$ cat config.mk
export PLATFORM = sky130hd
export DESIGN_NAME = mult_div_unit_flat
export DESIGN_NICKNAME = d
export VERILOG_FILES = /design/src/rtl/mult_div_unit_pkg.sv /design/src/rtl/mult_div_unit_if.sv /design/src/rtl/mult_div_unit_div_step.sv /design/src/rtl/mult_div_unit.sv /design/src/flat_wrapper.sv
export SDC_FILE = /design/constraint.sdc
export NUM_CORES = 1
export LEC_CHECK = 0
export CORE_MARGIN = 4
export CORE_UTILIZATION = 58
export DETAILED_ROUTE_END_ITERATION = 10
export PLACE_DENSITY_LB_ADDON = 0.25
export SYNTH_ARGS = -nofsm -noshare
export SYNTH_HDL_FRONTEND = slang
export SYNTH_SLANG_ARGS = --single-unit
$ cat constraint.sdc
create_clock -name clk -period 6.9 [get_ports clk]
set_input_delay 0.69 -clock clk [delete_from_list [all_inputs] [get_ports clk]]
set_output_delay 0.69 -clock clk [all_outputs]
set_load 0.005 [all_outputs]
$ cat src/rtl/mult_div_unit_pkg.sv
`default_nettype none
// +----------------------------------------------------------------------+
// | Module      : mult_div_unit_pkg                                      |
// | Description : Funct codes, bus widths and decode helpers shared by   |
// |               the multiply/divide engine and its interface.          |
// | Revision    : 1.0 - initial release                                  |
// +----------------------------------------------------------------------+
package mult_div_unit_pkg;

    localparam int c_funct_w = 6;

    typedef logic [c_funct_w-1:0] funct_t;

    localparam funct_t c_funct_mult  = 6'b011000;
    localparam funct_t c_funct_multu = 6'b011001;
    localparam funct_t c_funct_div   = 6'b011010;
    localparam funct_t c_funct_divu  = 6'b011011;

    // True for any of the four codes this engine executes
    function automatic logic is_md_funct(input funct_t f);
        return (f == c_funct_mult) || (f == c_funct_multu) ||
               (f == c_funct_div)  || (f == c_funct_divu);
    endfunction

    function automatic logic is_div_funct(input funct_t f);
        return (f == c_funct_div) || (f == c_funct_divu);
    endfunction

    function automatic logic is_signed_funct(input funct_t f);
        return (f == c_funct_mult) || (f == c_funct_div);
    endfunction

endpackage
`default_nettype wire

$ cat src/rtl/mult_div_unit_if.sv
`default_nettype none
// +----------------------------------------------------------------------+
// | Module      : mult_div_unit_if                                       |
// | Description : Request / result bundle between the EX stage (master) |
// |               and the multiply/divide engine (slave).                |
// | Revision    : 1.0 - initial release                                  |
// +----------------------------------------------------------------------+
interface mult_div_unit_if #(
    parameter int WIDTH = 32
);
    logic                            start;
    mult_div_unit_pkg::funct_t       funct;
    logic [WIDTH-1:0]                operand_1;
    logic [WIDTH-1:0]                operand_2;
    logic                            cancel;
    logic                            busy;
    logic                            mult_div_done;
    logic [2*WIDTH-1:0]              mult_div_result;

    modport master (
        output start, funct, operand_1, operand_2, cancel,
        input  busy, mult_div_done, mult_div_result
    );

    modport slave (
        input  start, funct, operand_1, operand_2, cancel,
        output busy, mult_div_done, mult_div_result
    );
endinterface
`default_nettype wire

$ cat src/rtl/mult_div_unit_div_step.sv
`default_nettype none
// +----------------------------------------------------------------------+
// | Module      : mult_div_unit_div_step                                 |
// | Description : One combinational restoring-divide iteration on the    |
// |               {rem, quot} pair against a fixed divisor.              |
// | Revision    : 1.0 - initial release                                  |
// +----------------------------------------------------------------------+
module mult_div_unit_div_step #(
    parameter int WIDTH = 32
) (
    input  wire logic [WIDTH-1:0] rem,
    input  wire logic [WIDTH-1:0] quot,
    input  wire logic [WIDTH-1:0] divisor,
    output logic      [WIDTH-1:0] next_rem,
    output logic      [WIDTH-1:0] next_quot
);

    // Shifted remainder needs one extra bit: rem < divisor, but 2*rem+1 may not fit
    logic [WIDTH:0]   w_shift_rem;
    logic             w_fits;
    logic [WIDTH-1:0] w_diff;

    assign w_shift_rem = {rem, quot[WIDTH-1]};
    assign w_fits      = (w_shift_rem >= {1'b0, divisor});
    // When the subtraction is taken the difference is below divisor, so it fits WIDTH bits
    assign w_diff      = w_shift_rem[WIDTH-1:0] - divisor;

    // Keep the trial difference only when it did not go negative
    always_comb begin
        next_rem  = w_shift_rem[WIDTH-1:0];
        next_quot = {quot[WIDTH-2:0], 1'b0};
        if (w_fits) begin
            next_rem  = w_diff;
            next_quot = {quot[WIDTH-2:0], 1'b1};
        end
    end

endmodule
`default_nettype wire

$ cat src/rtl/mult_div_unit.sv
`default_nettype none
// +----------------------------------------------------------------------+
// | Module      : mult_div_unit                                          |
// | Description : Iterative radix-2 multiply / restoring divide engine,  |
// |               one bit per cycle, 64-bit {hi,lo} result with a        |
// |               single-cycle done pulse.                               |
// | Revision    : 1.0 - initial release                                  |
// +----------------------------------------------------------------------+
module mult_div_unit
    import mult_div_unit_pkg::*;
#(
    parameter int WIDTH = 32
) (
    input wire logic        clk,
    input wire logic        rst,
    mult_div_unit_if.slave  md
);

    localparam int c_cnt_w = $clog2(WIDTH);

    localparam logic [1:0] c_st_idle = 2'd0;
    localparam logic [1:0] c_st_mul  = 2'd1;
    localparam logic [1:0] c_st_div  = 2'd2;
    localparam logic [1:0] c_st_done = 2'd3;

    logic [1:0]         r_state;
    logic [1:0]         w_next_state;
    logic [c_cnt_w-1:0] r_cnt;
    // MUL: {partial product hi, multiplier / product lo}; DIV: {remainder, quotient}
    logic [2*WIDTH-1:0] r_acc;
    // Multiplicand for MUL, divisor for DIV (magnitudes for signed ops)
    logic [WIDTH-1:0]   r_opnd;
    logic               r_is_div;
    logic               r_neg_res;
    logic               r_neg_rem;
    logic [2*WIDTH-1:0] r_result;

    logic               w_accept;
    logic               w_is_div;
    logic               w_op1_neg;
    logic               w_op2_neg;
    logic               w_div_zero;
    logic [WIDTH-1:0]   w_op1_abs;
    logic [WIDTH-1:0]   w_op2_abs;
    logic [WIDTH:0]     w_mul_sum;
    logic [2*WIDTH-1:0] w_mul_next;
    logic [WIDTH-1:0]   w_div_rem;
    logic [WIDTH-1:0]   w_div_quot;
    logic [2*WIDTH-1:0] w_fixed;

    assign w_accept   = (r_state == c_st_idle) && md.start && !md.cancel && is_md_funct(md.funct);
    assign w_is_div   = is_div_funct(md.funct);
    assign w_op1_neg  = is_signed_funct(md.funct) && md.operand_1[WIDTH-1];
    assign w_op2_neg  = is_signed_funct(md.funct) && md.operand_2[WIDTH-1];
    assign w_op1_abs  = w_op1_neg ? -md.operand_1 : md.operand_1;
    assign w_op2_abs  = w_op2_neg ? -md.operand_2 : md.operand_2;
    assign w_div_zero = w_is_div && (md.operand_2 == '0);

    // Add multiplicand into the upper half when the multiplier LSB is set, then shift right
    assign w_mul_sum  = {1'b0, r_acc[2*WIDTH-1:WIDTH]} + (r_acc[0] ? {1'b0, r_opnd} : '0);
    assign w_mul_next = {w_mul_sum, r_acc[WIDTH-1:1]};

    mult_div_unit_div_step #(
        .WIDTH (WIDTH)
    ) u_div_step (
        .rem       (r_acc[2*WIDTH-1:WIDTH]),
        .quot      (r_acc[WIDTH-1:0]),
        .divisor   (r_opnd),
        .next_rem  (w_div_rem),
        .next_quot (w_div_quot)
    );

    // Restore signs on the magnitude result; divide-by-zero has both flags clear
    always_comb begin
        w_fixed = r_acc;
        if (r_is_div) begin
            w_fixed[WIDTH-1:0]       = r_neg_res ? -r_acc[WIDTH-1:0] : r_acc[WIDTH-1:0];
            w_fixed[2*WIDTH-1:WIDTH] = r_neg_rem ? -r_acc[2*WIDTH-1:WIDTH] : r_acc[2*WIDTH-1:WIDTH];
        end else if (r_neg_res) begin
            w_fixed = -r_acc;
        end
    end

    // State register
    always_ff @(posedge clk or posedge rst) begin
        if (rst) begin
            r_state <= c_st_idle;
        end else begin
            r_state <= w_next_state;
        end
    end

    // Next-state: cancel beats everything, divide-by-zero skips straight to DONE
    always_comb begin
        w_next_state = r_state;
        case (r_state)
            c_st_idle: begin
                if (w_accept) begin
                    if (w_div_zero)    w_next_state = c_st_done;
                    else if (w_is_div) w_next_state = c_st_div;
                    else               w_next_state = c_st_mul;
                end
            end
            c_st_mul, c_st_div: begin
                if (md.cancel)           w_next_state = c_st_idle;
                else if (r_cnt == '0)    w_next_state = c_st_done;
            end
            c_st_done: w_next_state = c_st_idle;
            default:   w_next_state = c_st_idle;
        endcase
    end

    // Outputs: the result is presented in the done cycle itself, then held in r_result
    always_comb begin
        md.busy            = (r_state != c_st_idle);
        md.mult_div_done   = (r_state == c_st_done) && !md.cancel;
        md.mult_div_result = md.mult_div_done ? w_fixed : r_result;
    end

    // Operand capture, per-cycle iteration and result commit
    always_ff @(posedge clk or posedge rst) begin
        if (rst) begin
            r_cnt     <= '0;
            r_acc     <= '0;
            r_opnd    <= '0;
            r_is_div  <= 1'b0;
            r_neg_res <= 1'b0;
            r_neg_rem <= 1'b0;
            r_result  <= '0;
        end else begin
            case (r_state)
                c_st_idle: begin
                    if (w_accept) begin
                        r_cnt    <= c_cnt_w'(WIDTH - 1);
                        r_is_div <= w_is_div;
                        if (w_div_zero) begin
                            r_acc     <= {md.operand_1, {WIDTH{1'b1}}};
                            r_opnd    <= md.operand_2;
                            r_neg_res <= 1'b0;
                            r_neg_rem <= 1'b0;
                        end else if (w_is_div) begin
                            r_acc     <= {{WIDTH{1'b0}}, w_op1_abs};
                            r_opnd    <= w_op2_abs;
                            r_neg_res <= w_op1_neg ^ w_op2_neg;
                            r_neg_rem <= w_op1_neg;
                        end else begin
                            r_acc     <= {{WIDTH{1'b0}}, w_op2_abs};
                            r_opnd    <= w_op1_abs;
                            r_neg_res <= w_op1_neg ^ w_op2_neg;
                            r_neg_rem <= 1'b0;
                        end
                    end
                end
                c_st_mul: begin
                    r_acc <= w_mul_next;
                    r_cnt <= r_cnt - 1'b1;
                end
                c_st_div: begin
                    r_acc <= {w_div_rem, w_div_quot};
                    r_cnt <= r_cnt - 1'b1;
                end
                c_st_done: begin
                    if (!md.cancel) r_result <= w_fixed;
                end
                default: ;
            endcase
        end
    end

endmodule
`default_nettype wire

$ cat src/flat_wrapper.sv
// flat-port wrapper written by rule: the top's interface ports become plain ports
module mult_div_unit_flat import mult_div_unit_pkg::*;
#(
    parameter int WIDTH = 32
)
  (clk, rst, md_start, md_funct, md_operand_1, md_operand_2, md_cancel, md_busy, md_mult_div_done, md_mult_div_result);
  mult_div_unit_if #(.WIDTH(WIDTH)) md_i ();
  input wire logic clk;
  input wire logic rst;
  input wire logic [$bits(md_i.start)-1:0] md_start;
  input wire logic [$bits(md_i.funct)-1:0] md_funct;
  input wire logic [$bits(md_i.operand_1)-1:0] md_operand_1;
  input wire logic [$bits(md_i.operand_2)-1:0] md_operand_2;
  input wire logic [$bits(md_i.cancel)-1:0] md_cancel;
  output wire logic [$bits(md_i.busy)-1:0] md_busy;
  output wire logic [$bits(md_i.mult_div_done)-1:0] md_mult_div_done;
  output wire logic [$bits(md_i.mult_div_result)-1:0] md_mult_div_result;
  assign md_i.start = md_start;
  assign md_i.funct = md_funct;
  assign md_i.operand_1 = md_operand_1;
  assign md_i.operand_2 = md_operand_2;
  assign md_i.cancel = md_cancel;
  assign md_busy = md_i.busy;
  assign md_mult_div_done = md_i.mult_div_done;
  assign md_mult_div_result = md_i.mult_div_result;
  mult_div_unit #(.WIDTH(WIDTH)) u_core (.clk(clk), .rst(rst), .md(md_i));
endmodule
* Word level (Yosys, flattened, before mapping)
Index checks and enable logic that the tools add are counted.
** Storage, ports and cells
- Register bits after elaboration :: 170
- Output and inout port bits :: 66
- Word-level logic and storage cells :: 80
** Cells by class
- Add/subtract/negate cells :: 8
- Order comparisons :: 1
- Eq/ne operators :: 9
- Multiplexer cells :: 27
- Bitwise logic cells :: 2
- Reductions and logical operators :: 25
** Operator list (count)
- 64-bit 2-to-1 mux :: 5
- 32-bit 2-to-1 mux :: 9
- 64-bit one-hot mux with 3 select lines :: 1
- 32-bit negator :: 4
- 64-bit negator :: 1
- 32-bit by 33-bit adder with 33-bit output :: 1
- 33-bit by 32-bit greater-or-equal comparator with 1-bit output :: 1
- 32-bit logical NOT :: 1
- 32-bit subtractor :: 1
- 6-bit by 5-bit == test with 1-bit output (second input constant) :: 4
- 2-bit 2-to-1 mux :: 5
- 5-bit one-hot mux with 2 select lines :: 1
- 2-bit AND reduction :: 5
- 1-bit logical AND :: 7
- 2-bit one-hot mux with 3 select lines :: 1
- 5-bit logical NOT :: 1
- 1-bit logical OR :: 5
- 5-bit 2-to-1 mux :: 1
- 5-bit by 1-bit subtractor with 5-bit output (second input constant) :: 1
- 2-bit == test (second input constant) :: 2
- 1-bit 2-to-1 mux :: 4
- 2-bit nonzero test :: 2
- 3-bit by 1-bit inequality test with 1-bit output (second input constant) :: 1
- 3-bit nonzero test :: 1
- 7 further kinds :: 7

* Depth between registers and ports, before layout
Gate-level depths: netlist of run 1.
- Word-level depth :: 8
- Depth in mapped cells :: 15
- Mapped depth without buffers :: 14

* Modules after synthesis
Synthesis of run 1 repeated with hierarchy kept, for this count alone.
** Second synthesis, totals
- Cells, all modules :: 1930
- Area total of the unflattened synthesis :: 15245.9 um^2
** Modules (own cells, without submodules)
- mult_div_unit :: times used 1, cells each 1575, area an instance 12674.7 um^2
- mult_div_unit_div_step :: times used 1, cells each 355, area an instance 2571.2 um^2

* Least setup slack after synthesis of run 1
OpenSTA, ideal clock, no wires.
- Kind :: reg2out
- Start :: register u_core.r_acc[0]
- End :: output port md_mult_div_result[42]
- Arrival time :: 3.044 ns
- Required time :: 6.210 ns
- Slack :: 3.166 ns
- Stages on the path, launching flop included :: 14
- Cells stage by stage :: dfrtp_1 inv_1 clkbuf_1 ha_1 nand2_1 or4_1 or3_4 nor4_2 nand2b_1 buf_4 nand3_2 o21ai_0 xor2_1 o21ai_0
** Between the ends
- Word-level cells in the longest chain between the ends :: 4
** RTL lines
- start, declared :: RTL line mult_div_unit.sv:30 : logic [2*WIDTH-1:0] r_acc;
- start signal, assigned :: RTL line mult_div_unit.sv:137 : r_acc <= {md.operand_1, {WIDTH{1'b1}}};
- start signal, assigned :: RTL line mult_div_unit.sv:142 : r_acc <= {{WIDTH{1'b0}}, w_op1_abs};
- start signal, assigned :: RTL line mult_div_unit.sv:147 : r_acc <= {{WIDTH{1'b0}}, w_op2_abs};
- 64-bit negator :: RTL line mult_div_unit.sv:80 : w_fixed = -r_acc;
- 64-bit 2-to-1 mux :: RTL line mult_div_unit.sv:79 : end else if (r_neg_res) begin
- 64-bit 2-to-1 mux :: RTL line mult_div_unit.sv:76 : if (r_is_div) begin
- 64-bit 2-to-1 mux :: RTL line mult_div_unit.sv:117 : md.mult_div_result = md.mult_div_done ? w_fixed : r_result;
- end, declared :: RTL line flat_wrapper.sv:17 : output wire logic [$bits(md_i.mult_div_result)-1:0] md_mult_div_result;
Every way passes these cells.

* Final worst setup path of run 1
- Start :: register u_core.r_acc[9]
- End :: output port md_mult_div_result[60]
The elaborated chain is that of the path after synthesis.

==> metrics.csv, run 1 <==
stage;metric;value;unit
place;gp_congestion;0.967;
global_route;antenna_found_initial;1;
clock_network;clk_latency;0.44;ns
yosys;syn_area_per_cell;7.66;um^2
cells_and_area;final_common_cell;nand2_1;
yosys;syn_inst;1890;
clock_network;post-cts-setup-buffers;0;
route;postRouteAntennaNets;0;
flow_run;cap_violations;0;
yosys;mappedNetlistArea;0.0145;mm^2
clock_network;postCtsResizedCells;0;
yosys;synth-seq-cells;170;
timing;rsz0062_at_grt;no;
cells_and_area;fill_cells;2141;
die;chipWidth;166;um
route;drt-initial-drc-count;1586;
cells_and_area;drive_gt1_share;4.58;%
yosys;yosys.area_share.simple;19.2;%
global_route;overflow;0;
pwr;combPwrFrac;64.5;%
yosys;synth-xor-area-share;10.6;%
cells_and_area;layout.nets;2102;
place;placed_cells;2256;
die;initial_core_util;59.2;%
timing;max_freq;193;MHz
timing;drv_slew;0;
timing;worst_pin_slew;1.30;ns
timing;fin_crit_sh;75.1;%
setup_path;start_kind;flop;
timing;setup_viol;0;
pwr;p_sw_share;51.3;%
die;die_h;166;um
cells_and_area;fin_area;0.0166;mm^2
die;rows;57;
clock_network;root_buffer;clkbuf_16;
timing;setup_tns;0;ns
pwr;vdd_drop_max;641;uV
die;core;0.0245;mm^2
setup_path;arrival;4.49;ns
yosys;synth-main-ff-cell;dfrtp_1;
cells_and_area;stdcell_count;2289;
pwr;p_per_area;510;mW/mm^2
clock_network;h-tree-depth;4;
yosys;yosys_warnings;0;
timing;fin_skew;0.0184;ns
setup_path;critPathRequiredTime;6.21;ns
clock_network;clk_pin_slew;0.08;ns
pwr;power;8.48;mW
hold_path;hold_class;reg2reg;
route;drc;0;
pwr;internal_power;4.12;mW
timing;hold_viol_final;0;
setup_path;crit_type;reg2out;
run_status;outcome;complete, no violations;
pwr;pwr-share-clk;11.8;%
route;vias;14800;
pwr;total_leakage_power;6.89;nW
place;numPortBuffers;139;
global_route;grt_max_degree;92;
clock_network;clk_path_buf_depth;2;
yosys;synth-compound-area-share;28.0;%
place;placed_area;0.0160;mm^2
cells_and_area;final_cell_mix;nand2_1, a21oi_1, o21ai_0, dfrtp_1, nor2_1;
route;dr.pass1.iters;7;
route;wl;48800;um
pwr;seqPwrFrac;23.7;%
yosys;ys_async_sr_fraction;100;%
setup_path;cp_max_fo;11;
clock_network;clock-sinks;170;
cells_and_area;fin_util;67.9;%
route;wl_per_cell;21.3;um
yosys;synth_cell_type_count;81;
die;fp.dieArea;0.0276;mm^2
setup_path;cp-end-kind;output pin;
yosys;synth_mux_area_share;0.778;%
clock_network;cts_buffers;17;
global_route;grt_usage;33.9;%
yosys;synth_top_family_by_area;compound AO/OA/AOI/OAI gates;
cells_and_area;area_growth;14.7;%
route;viasPerCell;6.45;
yosys;synthAdderAreaFrac;6.76;%
yosys;ys_seq_area_share;29.4;%
clock_network;cts_tree;yes;
global_route;grt_pass1_vias;13800;
global_route;grt_pass1_wl;76100;um
yosys;synth_edf_count;0;
die;ios;140;
timing;relSlewSlack;12.3;%
timing;period_needed;5.18;ns
place;post-dp-hpwl;35800;um
pwr;switchingPower;4.35;mW
yosys;syn_nets;2041;
clock_network;cts_hold_buf;0;
worst paths after layout:
check | to | startpoint | cells after the start | slack, ns
setup / recovery | md_mult_div_result[60] | u_core.r_acc[9]$_DFFE_PP0P_ | 11 | 1.72
hold / removal | u_core.r_opnd[20]$_DFFE_PP0P_ | u_core.r_opnd[20]$_DFFE_PP0P_ | 2 | 0.49
setup reg to reg | u_core.r_acc[37]$_DFFE_PP0P_ | u_core.r_acc[44]$_DFFE_PP0P_ | 10 | 2.46
hold reg to reg | u_core.r_opnd[20]$_DFFE_PP0P_ | u_core.r_opnd[20]$_DFFE_PP0P_ | 2 | 0.49
max in group asynchronous | u_core.r_opnd[10]$_DFFE_PP0P_ | rst | 3 | 4.96
min in group asynchronous | u_core.r_result[18]$_DFFE_PP0P_ | rst | 2 | 0.71
critical path: stages, from the launching register on:
cell and delay (ns):
dfrtp_1 0.46, or4_4 0.57, nor4_2 0.32, nand2_1 0.15, or3_4 0.42, nor4_2 0.30
nand2b_1 0.45, and3_1 0.28, a21oi_1 0.09, xnor2_1 0.21, o21ai_0 0.25, clkdlybuf4s50_1 0.55
power by group through the flow:
stage / clock network (mW) / logic (mW) / registers, mW
finish: 1.00 / 5.46 / 2.01
global route: 1.07 / 5.99 / 2.05
CTS: 1.01 / 5.35 / 1.97
detailed placement: 0 / 5.31 / 1.99
global placement: 0 / 5.21 / 1.97
floorplan: 0 / 3.82 / 1.77
state kept, by name, summed over array words and instances (netlist names):
| name | cells |
|---|---|
| u_core.r_result | 64 |
| u_core.r_cnt | 5 |
| u_core.r_acc | 64 |
| u_core.r_opnd | 32 |
| u_core.r_state | 2 |
| u_core.r_neg_res | 1 |
| u_core.r_neg_rem | 1 |
| u_core.r_is_div | 1 |
synthesized netlist by cell type, drive strengths merged, types with 14 or more instances:
cell type  count  area, um^2
nand2        253         955
nor3          41         205
clkbuf       101         382
a21oi        209        1050
a22o          25         219
a31oi         20         131
xor2         100         876
a221oi        40         350
nand2b        16         100
xnor2         76         666
nor2         165         622
buf           18         115
a21o          29         218
o21ai        222        1110
nand3         24         125
o41ai         14         130
ha            75         938
nor4          16         143
o31ai         18         140
inv           71         267
dfrtp        170        4250
metal layers:
layer | vias up | track usage (%) | routed length (um)
li1 | 6900 | - | -
met1 | 7047 | 48.2 | 20800
met2 | 717 | 53.0 | 21800
met3 | 93 | 5.59 | 4640
met4 | 2 | 11.4 | 1430
met5 | - | 0 | 7
cell type report:
| type | count | area, um^2 | share of cell area (%) |
|---|---|---|---|
| multi-input combinational | 1529 | 9510 | 57.2 |
| sequential | 170 | 4250 | 25.6 |
| timing repair buffer | 161 | 1560 | 9.37 |
| clock buffer | 17 | 425 | 2.56 |
| tap | 324 | 405 | 2.44 |
| inverter | 72 | 275 | 1.66 |
| clock inverter | 15 | 191 | 1.15 |
| antenna | 1 | 2.50 | 0.0151 |
kinds of logic after synthesis:
group                      Yosys count
muxes                               11
adders and majority gates           77
AOI/OAI and AO/OA                  664
and+or+nand+nor                    601
xor gates and xnor gates           176
buffers and inverters              191
DFF                                170
through the flow:
stage	setup slack [ns]	hold slack, ns
floorplan	1.61	0.450
global placement	1.44	0.465
detailed placement	1.88	0.469
CTS	1.79	0.486
global route	1.40	0.514
finish	1.72	0.491
No activity file was read; power rests on OpenSTA's default activity.
==> run 2: changes to the inputs <==
==> constraint.sdc (replaced) <==
create_clock -name clk -period 5.2 [get_ports clk]
set_input_delay 0.52 -clock clk [delete_from_list [all_inputs] [get_ports clk]]
set_output_delay 0.52 -clock clk [all_outputs]
set_load 0.005 [all_outputs]
==> run 2 against run 1 <==
Effect of this change: critical path depth is 1 lower; highest routed layer is now met4; cell count is 0.17% higher; clock power is 39% higher; hold slack hardly changed; flip-flop and latch count stayed put; sequential share of layout area is 0.11 points lower; worst setup slack worse by 1.3 ns; largest cell class unchanged; routed wire length is 0.15% higher; first-iteration DRC count is 21% higher; largest power group unchanged; sequential power is 32% higher.
==> metrics.csv, run 2 (same netlist as run 1, synthesis figures left out) <==
stage;metric;value;unit
run_status;outcome;complete, no violations;
cells_and_area;fin_area;0.0167;mm^2
route;viasPerCell;6.55;
route;wl;48800;um
cells_and_area;final_cell_mix;nand2_1, a21oi_1, o21ai_0, dfrtp_1, nor2_1;
clock_network;root_buffer;clkbuf_16;
cells_and_area;area_growth;15.2;%
timing;fin_skew;0.0157;ns
place;placed_area;0.0160;mm^2
global_route;antenna_found_initial;0;
timing;drv_slew;0;
place;pre_cts_ws;0.784;ns
cells_and_area;layout.nets;2107;
pwr;switchingPower;5.92;mW
global_route;grt_max_degree;108;
timing;setup_slack;0.380;ns
clock_network;post-cts-setup-buffers;0;
global_route;grt_usage;34.3;%
pwr;combPwrFrac;64.9;%
pwr;pwr-share-clk;12.1;%
timing;max_freq;207;MHz
timing;relSlewSlack;17.9;%
clock_network;clk_path_buf_depth;2;
setup_path;crit_type;reg2out;
clock_network;cts_tree;yes;
timing;setup_viol;0;
flow_run;cap_violations;0;
cells_and_area;reg_top3;u_core.r_acc x64, u_core.r_result x64, u_core.r_opnd x32;
clock_network;cts_hold_buf;0;
pwr;seqPwrFrac;23.1;%
place;gp_congestion;1.01;
die;die_h;166;um
cells_and_area;final_common_cell;nand2_1;
route;dr.pass1.iters;6;
timing;hold_viol_final;0;
cells_and_area;drive_gt1_share;4.82;%
die;core;0.0245;mm^2
pwr;total_leakage_power;6.94;nW
die;fp.dieArea;0.0276;mm^2
timing;fin_crit_sh;92.7;%
route;drc;0;
timing;worst_pin_slew;1.23;ns
global_route;grt_pass1_vias;14200;
setup_path;cp_max_fo;7;
timing;period_needed;4.82;ns
place;post-dp-hpwl;36700;um
setup_path;start_kind;flop;
route;wl_per_cell;21.3;um
pwr;internal_power;5.58;mW
route;postRouteAntennaNets;0;
pwr;power;11.5;mW
die;initial_core_util;59.2;%
route;drt-initial-drc-count;1921;
global_route;overflow;0;
die;ios;140;
clock_network;clk_pin_slew;0.08;ns
hold_path;hold_class;reg2reg;
setup_path;critPathRequiredTime;4.68;ns
clock_network;h-tree-depth;4;
timing;whs;0.491;ns
clock_network;clk_latency;0.45;ns
setup_path;cp-end-kind;output pin;
route;vias;15000;
timing;setup_tns;0;ns
pwr;p_sw_share;51.5;%
timing;rsz0062_at_grt;no;
global_route;grt_pass1_wl;77000;um
setup_path;arrival;4.30;ns
pwr;p_per_area;690;mW/mm^2
clock_network;postCtsResizedCells;0;
cells_and_area;antenna_cells;0;
clock_network;clock-sinks;170;
place;numPortBuffers;139;
die;rows;57;
pwr;vdd_drop_max;674;uV
clock_network;cts_buffers;17;
die;chipWidth;166;um
==> run 2: changes by cell type in the layout (fill, tap and decap cells not counted) <==
cell	before	now
nor2_2	1	2
clkinv_4	3	2
bufinv_16	0	1
nor2_4	1	0
buf_12	0	1
inv_6	3	2
clkinv_8	6	7
buf_4	22	26
diode_2	1	0
==> run 2: area by class of cell <==
class                   instances  area (um^2)
multi-input cells            1529         9500
fillers                      2085         7770
flip-flops and latches        170         4250
repair buffers                166         1610
clock buffers                  17          425
well taps                     324          405
inverters                      72          275
clock inverters                15          220
==> run 2: critical path, stage by stage, from the launching register on <==
cell	delay [ns]
dfrtp_1	0.42
or3_1	0.39
or3_1	0.33
or3_1	0.42
or3_4	0.47
nor4_4	0.33
nand2b_1	0.34
o21ai_0	0.17
xnor2_1	0.15
o21ai_0	0.26
clkdlybuf4s50_1	0.57
==> run 2: worst paths after layout <==
kind / from / to / slack (ns) / cells past startpoint
worst max-delay path: u_core.r_acc[0]$_DFFE_PP0P_ / md_mult_div_result[59] / 0.38 / 10
worst min-delay path: u_core.r_opnd[12]$_DFFE_PP0P_ / u_core.r_opnd[12]$_DFFE_PP0P_ / 0.49 / 2
worst max register to register: u_core.r_acc[0]$_DFFE_PP0P_ / u_core.r_acc[62]$_DFFE_PP0P_ / 0.94 / 14
worst min register to register: u_core.r_opnd[12]$_DFFE_PP0P_ / u_core.r_opnd[12]$_DFFE_PP0P_ / 0.49 / 2
max in group asynchronous: rst / u_core.r_acc[17]$_DFFE_PP0P_ / 3.45 / 3
min in group asynchronous: rst / u_core.r_result[24]$_DFFE_PP0P_ / 0.64 / 2
==> run 2: power groups by stage <==
stage	combinational, mW	clock [mW]	sequential, mW
after detailed placement	7.26	0	2.64
after global placement	7.12	0	2.60
after floorplan	5.07	0	2.34
final	7.46	1.39	2.65
after global routing	8.16	1.46	2.71
after CTS	7.31	1.39	2.61
==> run 2: per-stage QoR <==
stage | instances | utilization [%]
floorplan | 1890 | -
global placement | 2261 | 65.6
detailed placement | 2261 | 65.6
CTS | 2293 | 68.2
global route | 2293 | 68.2
finish | 2293 | 68.2
==> run 2: metal layers <==
metal,routed length [um],share of wire [%],GRT usage [%]
met5,0,0,0
met4,1890,3.9,13.1
met3,4850,9.9,5.55
met2,21900,45,53.5
met1,20100,41,48.3
==> run 3: changes to the inputs <==
--- a/config.mk
+++ b/config.mk
@@ -6,9 +6,10 @@
 export NUM_CORES = 1
 export LEC_CHECK = 0
 export CORE_MARGIN = 4
-export CORE_UTILIZATION = 58
+export CORE_UTILIZATION = 54
 export DETAILED_ROUTE_END_ITERATION = 10
 export PLACE_DENSITY_LB_ADDON = 0.25
 export SYNTH_ARGS = -nofsm -noshare
 export SYNTH_HDL_FRONTEND = slang
+export SYNTH_HIERARCHICAL = 1
 export SYNTH_SLANG_ARGS = --single-unit
==> constraint.sdc (replaced) <==
create_clock -name clk -period 4 [get_ports clk]
set_input_delay 0.4 -clock clk [delete_from_list [all_inputs] [get_ports clk]]
set_output_delay 0.4 -clock clk [all_outputs]
set_load 0.005 [all_outputs]
==> run 3 against run 2 <==
Effect of this change: first-iteration DRC count is 14% higher; sequential power is 17% higher; critical path depth is 2 lower; clock-buffer cell count is 1 higher; largest power group unchanged; area after synthesis is 5.3% higher; core utilization is 3.0 points lower; flip-flop and latch count stayed put; cell count is 7.2% higher; sequential share of layout area is 2.0 points lower; design area is 8.6% higher; worst setup slack worse by 0.29 ns; critical endpoint is now md_mult_div_result[56]; synthesized cell count is 2.1% higher.
==> metrics.csv, run 3 <==
stage;metric;value;unit
yosys;ys_async_sr_fraction;100;%
setup_path;cp_slowest_cell;or4_4;
timing;period_needed;3.91;ns
yosys;synthTopCellsByArea;dfrtp_1, ha_1, o21ai_0;
setup_path;cp-end-kind;output pin;
timing;worst_pin_slew;1.21;ns
cells_and_area;reg_top3;u_core/r_acc x64, u_core/r_result x64, u_core/r_opnd x32;
yosys;yosysMostFrequentCell;nand2_1;
setup_path;path_common_cell;or4_4;
timing;fin_skew;0.00923;ns
die;rows;61;
setup_path;crit_chain;or4_4 > or4_4 > or3_1 > o211ai_1 > o21ai_1 > xnor2_1 > o21ai_0 > clkdlybuf4s50_1;
run_status;outcome;complete, no violations;
die;die_h;176;um
pwr;p_sw_share;49.3;%
setup_path;r2r_start;u_core/r_opnd[11]$_DFFE_PP0P_;
yosys;synth-main-ff-cell;dfrtp_1;
setup_path;start_kind;flop;
global_route;overflow;0;
route;postRouteAntennaNets;0;
clock_network;cts_buffers;17;
place;gp_congestion;1.04;
setup_path;critical-path-max-stage-delay;0.55;ns
global_route;antenna_found_initial;2;
pwr;internal_power;7.62;mW
global_route;grt_pass1_wl;86900;um
timing;setup_viol;0;
cells_and_area;area_growth;18.9;%
setup_path;arrival;3.51;ns
setup_path;critPathLaunch;u_core/r_acc[24]$_DFFE_PP0P_;
place;post-dp-hpwl;44300;um
timing;relSlewSlack;19.4;%
cells_and_area;layout.nets;2220;
pwr;p_per_area;829;mW/mm^2
flow_run;cap_violations;0;
clock_network;clk_pin_slew;0.07;ns
die;initial_core_util;54.9;%
yosys;yosysTopAreaCellShare;27.9;%
die;chipWidth;176;um
yosys;mappedNetlistArea;0.0152;mm^2
yosys;ys_seq_area_share;27.9;%
timing;whs;0.456;ns
timing;fin_crit_sh;97.8;%
clock_network;clk_path_buf_depth;2;
clock_network;clock-sinks;170;
route;viasPerCell;6.47;
route;wl_per_cell;23.1;um
setup_path;cp_max_fo;6;
die;ios;140;
cells_and_area;final_cell_mix;nand2_1, o21ai_0, dfrtp_1, nor2_1, a21oi_1;
yosys;synth-seq-cells;170;
route;drc;0;
clock_network;cts_tree;yes;
route;vias;15900;
clock_network;root_buffer;clkbuf_16;
timing;drv_slew;0;
setup_path;crit_type;reg2out;
yosys;synth_cell_type_count;88;
cells_and_area;fill_cells;2474;
global_route;grt_max_degree;65;
timing;hold_viol_final;0;
cells_and_area;drive_gt1_share;11.4;%
global_route;grt_usage;35.8;%
pwr;pwr-share-clk;11.0;%
pwr;seqPwrFrac;20.7;%
route;wl;56900;um
hold_path;hold_class;in2async;
clock_network;h-tree-depth;4;
global_route;grt_pass1_vias;14900;
pwr;vdd_drop_max;599;uV
yosys;synth_commonest_cells;nand2_1, o21ai_0, dfrtp_1;
yosys;synth_edf_count;0;
cells_and_area;antenna_cells;0;
timing;max_freq;256;MHz
yosys;yosys_warnings;6;
pwr;switchingPower;7.41;mW
yosys;syn_nets;2082;
die;fp.dieArea;0.0310;mm^2
timing;rsz0062_at_grt;yes;
yosys;syn_inst;1930;
pwr;combPwrFrac;68.3;%
pwr;power;15.0;mW
place;numPortBuffers;139;
yosys;syn_area_per_cell;7.90;um^2
clock_network;clk_latency;0.44;ns
die;core;0.0278;mm^2
setup_path;critPathRequiredTime;3.60;ns
route;drt-initial-drc-count;2194;
pwr;total_leakage_power;7.71;nW
cells_and_area;final_common_cell;nand2_1;
route;dr.pass1.iters;7;
setup_path;r2r_setup_slack;0.19;ns
yosys;yosysTopAreaCell;dfrtp_1;
[run 3: cell types whose count changed in the layout (fill, tap and decap cells not counted), moves of 20 or more]
cell / change
mux2_2: +20
nand2_1: -29
and2_1: +31
a21oi_1: -68
nand3_1: +20
buf_4: +93
[run 3: cell families after synthesis]
family / count (synthesis) / share of synthesized area (%)
AND/OR/NAND/NOR: 633 / 20.0
multiplexers: 49 / 3.69
flip-flops: 170 / 27.9
AO/OA/AOI/OAI: 621 / 26.1
adder cells (fa/ha/maj): 78 / 6.50
XOR/XNOR: 165 / 9.48
buffers and inverters: 214 / 6.25
[run 3: final cells by class]
class / count / area [um^2] / share of cell area (%)
tap: 378 / 473 / 2.61
timing repair buffer: 261 / 2350 / 12.9
clock buffer: 18 / 439 / 2.42
clock inverter: 14 / 143 / 0.787
multi-input combinational: 1546 / 10200 / 56.2
inverter: 72 / 274 / 1.51
sequential: 170 / 4260 / 23.5
[run 3: critical path: cells and delay by family (launching register included)]
kind            cells  cell delay (ns)
flops               1             0.46
compound gates      3             0.49
simple gates        3             1.43
buf+inv             1             0.55
xor+xnor            1             0.15
[run 3: worst paths after layout]
kind / end / cells after the start
max: md_mult_div_result[56] / 8
min: u_core/r_result[18]$_DFFE_PP0P_ / 2
max reg2reg: u_core/r_acc[55]$_DFFE_PP0P_ / 14
min reg2reg: u_core/r_result[22]$_DFFE_PP0P_ / 2
max in group asynchronous: u_core/r_acc[34]$_DFFE_PP0P_ / 3
min in group clk: u_core/r_result[22]$_DFFE_PP0P_ / 2
[run 3: per-layer routing]
metal  up-vias  global-route usage, %  part of all wire [%]
met5         -                      0                 0.051
met2       878                   55.0                    44
met1      7638                   50.6                    42
li1       7251                      -                     -
met3       139                   6.10                   9.0
met4         4                   13.9                   4.3
[run 3: what timing repair did]
| action | CTS | global route |
|---|---|---|
| hold buffers | 0 | 0 |
| pin swaps | 4 | 4 |
| resized for setup | 15 | 16 |
| endpoints found under the setup margin | 15 | 38 |
| buffers inserted | 3 | 5 |
| gates cloned | 0 | 0 |
[run 3: stage by stage]
stage	util (%)	worst slack, ns	std cells	setup TNS (ns)	instance area (um^2)
2_1_floorplan	-	0.582	1930	0	15200
3_3_place_gp	62.5	0.184	2419	0	17400
3_5_place_dp	62.5	0.0929	2419	0	17400
4_1_cts	64.9	-0.0301	2454	-0.0301	18000
5_1_grt	65.2	-0.0543	2459	-0.173	18100
6_report	65.2	0.0863	2459	0	18100
[run 3: power groups by stage]
stage / logic (mW) / registers [mW] / clock network [mW]
after global routing: 11.0 / 3.18 / 1.75
after detailed placement: 9.82 / 3.09 / 0
final: 10.3 / 3.11 / 1.66
after global placement: 9.68 / 3.05 / 0
after floorplan: 6.48 / 3.04 / 0
after CTS: 9.92 / 3.07 / 1.68
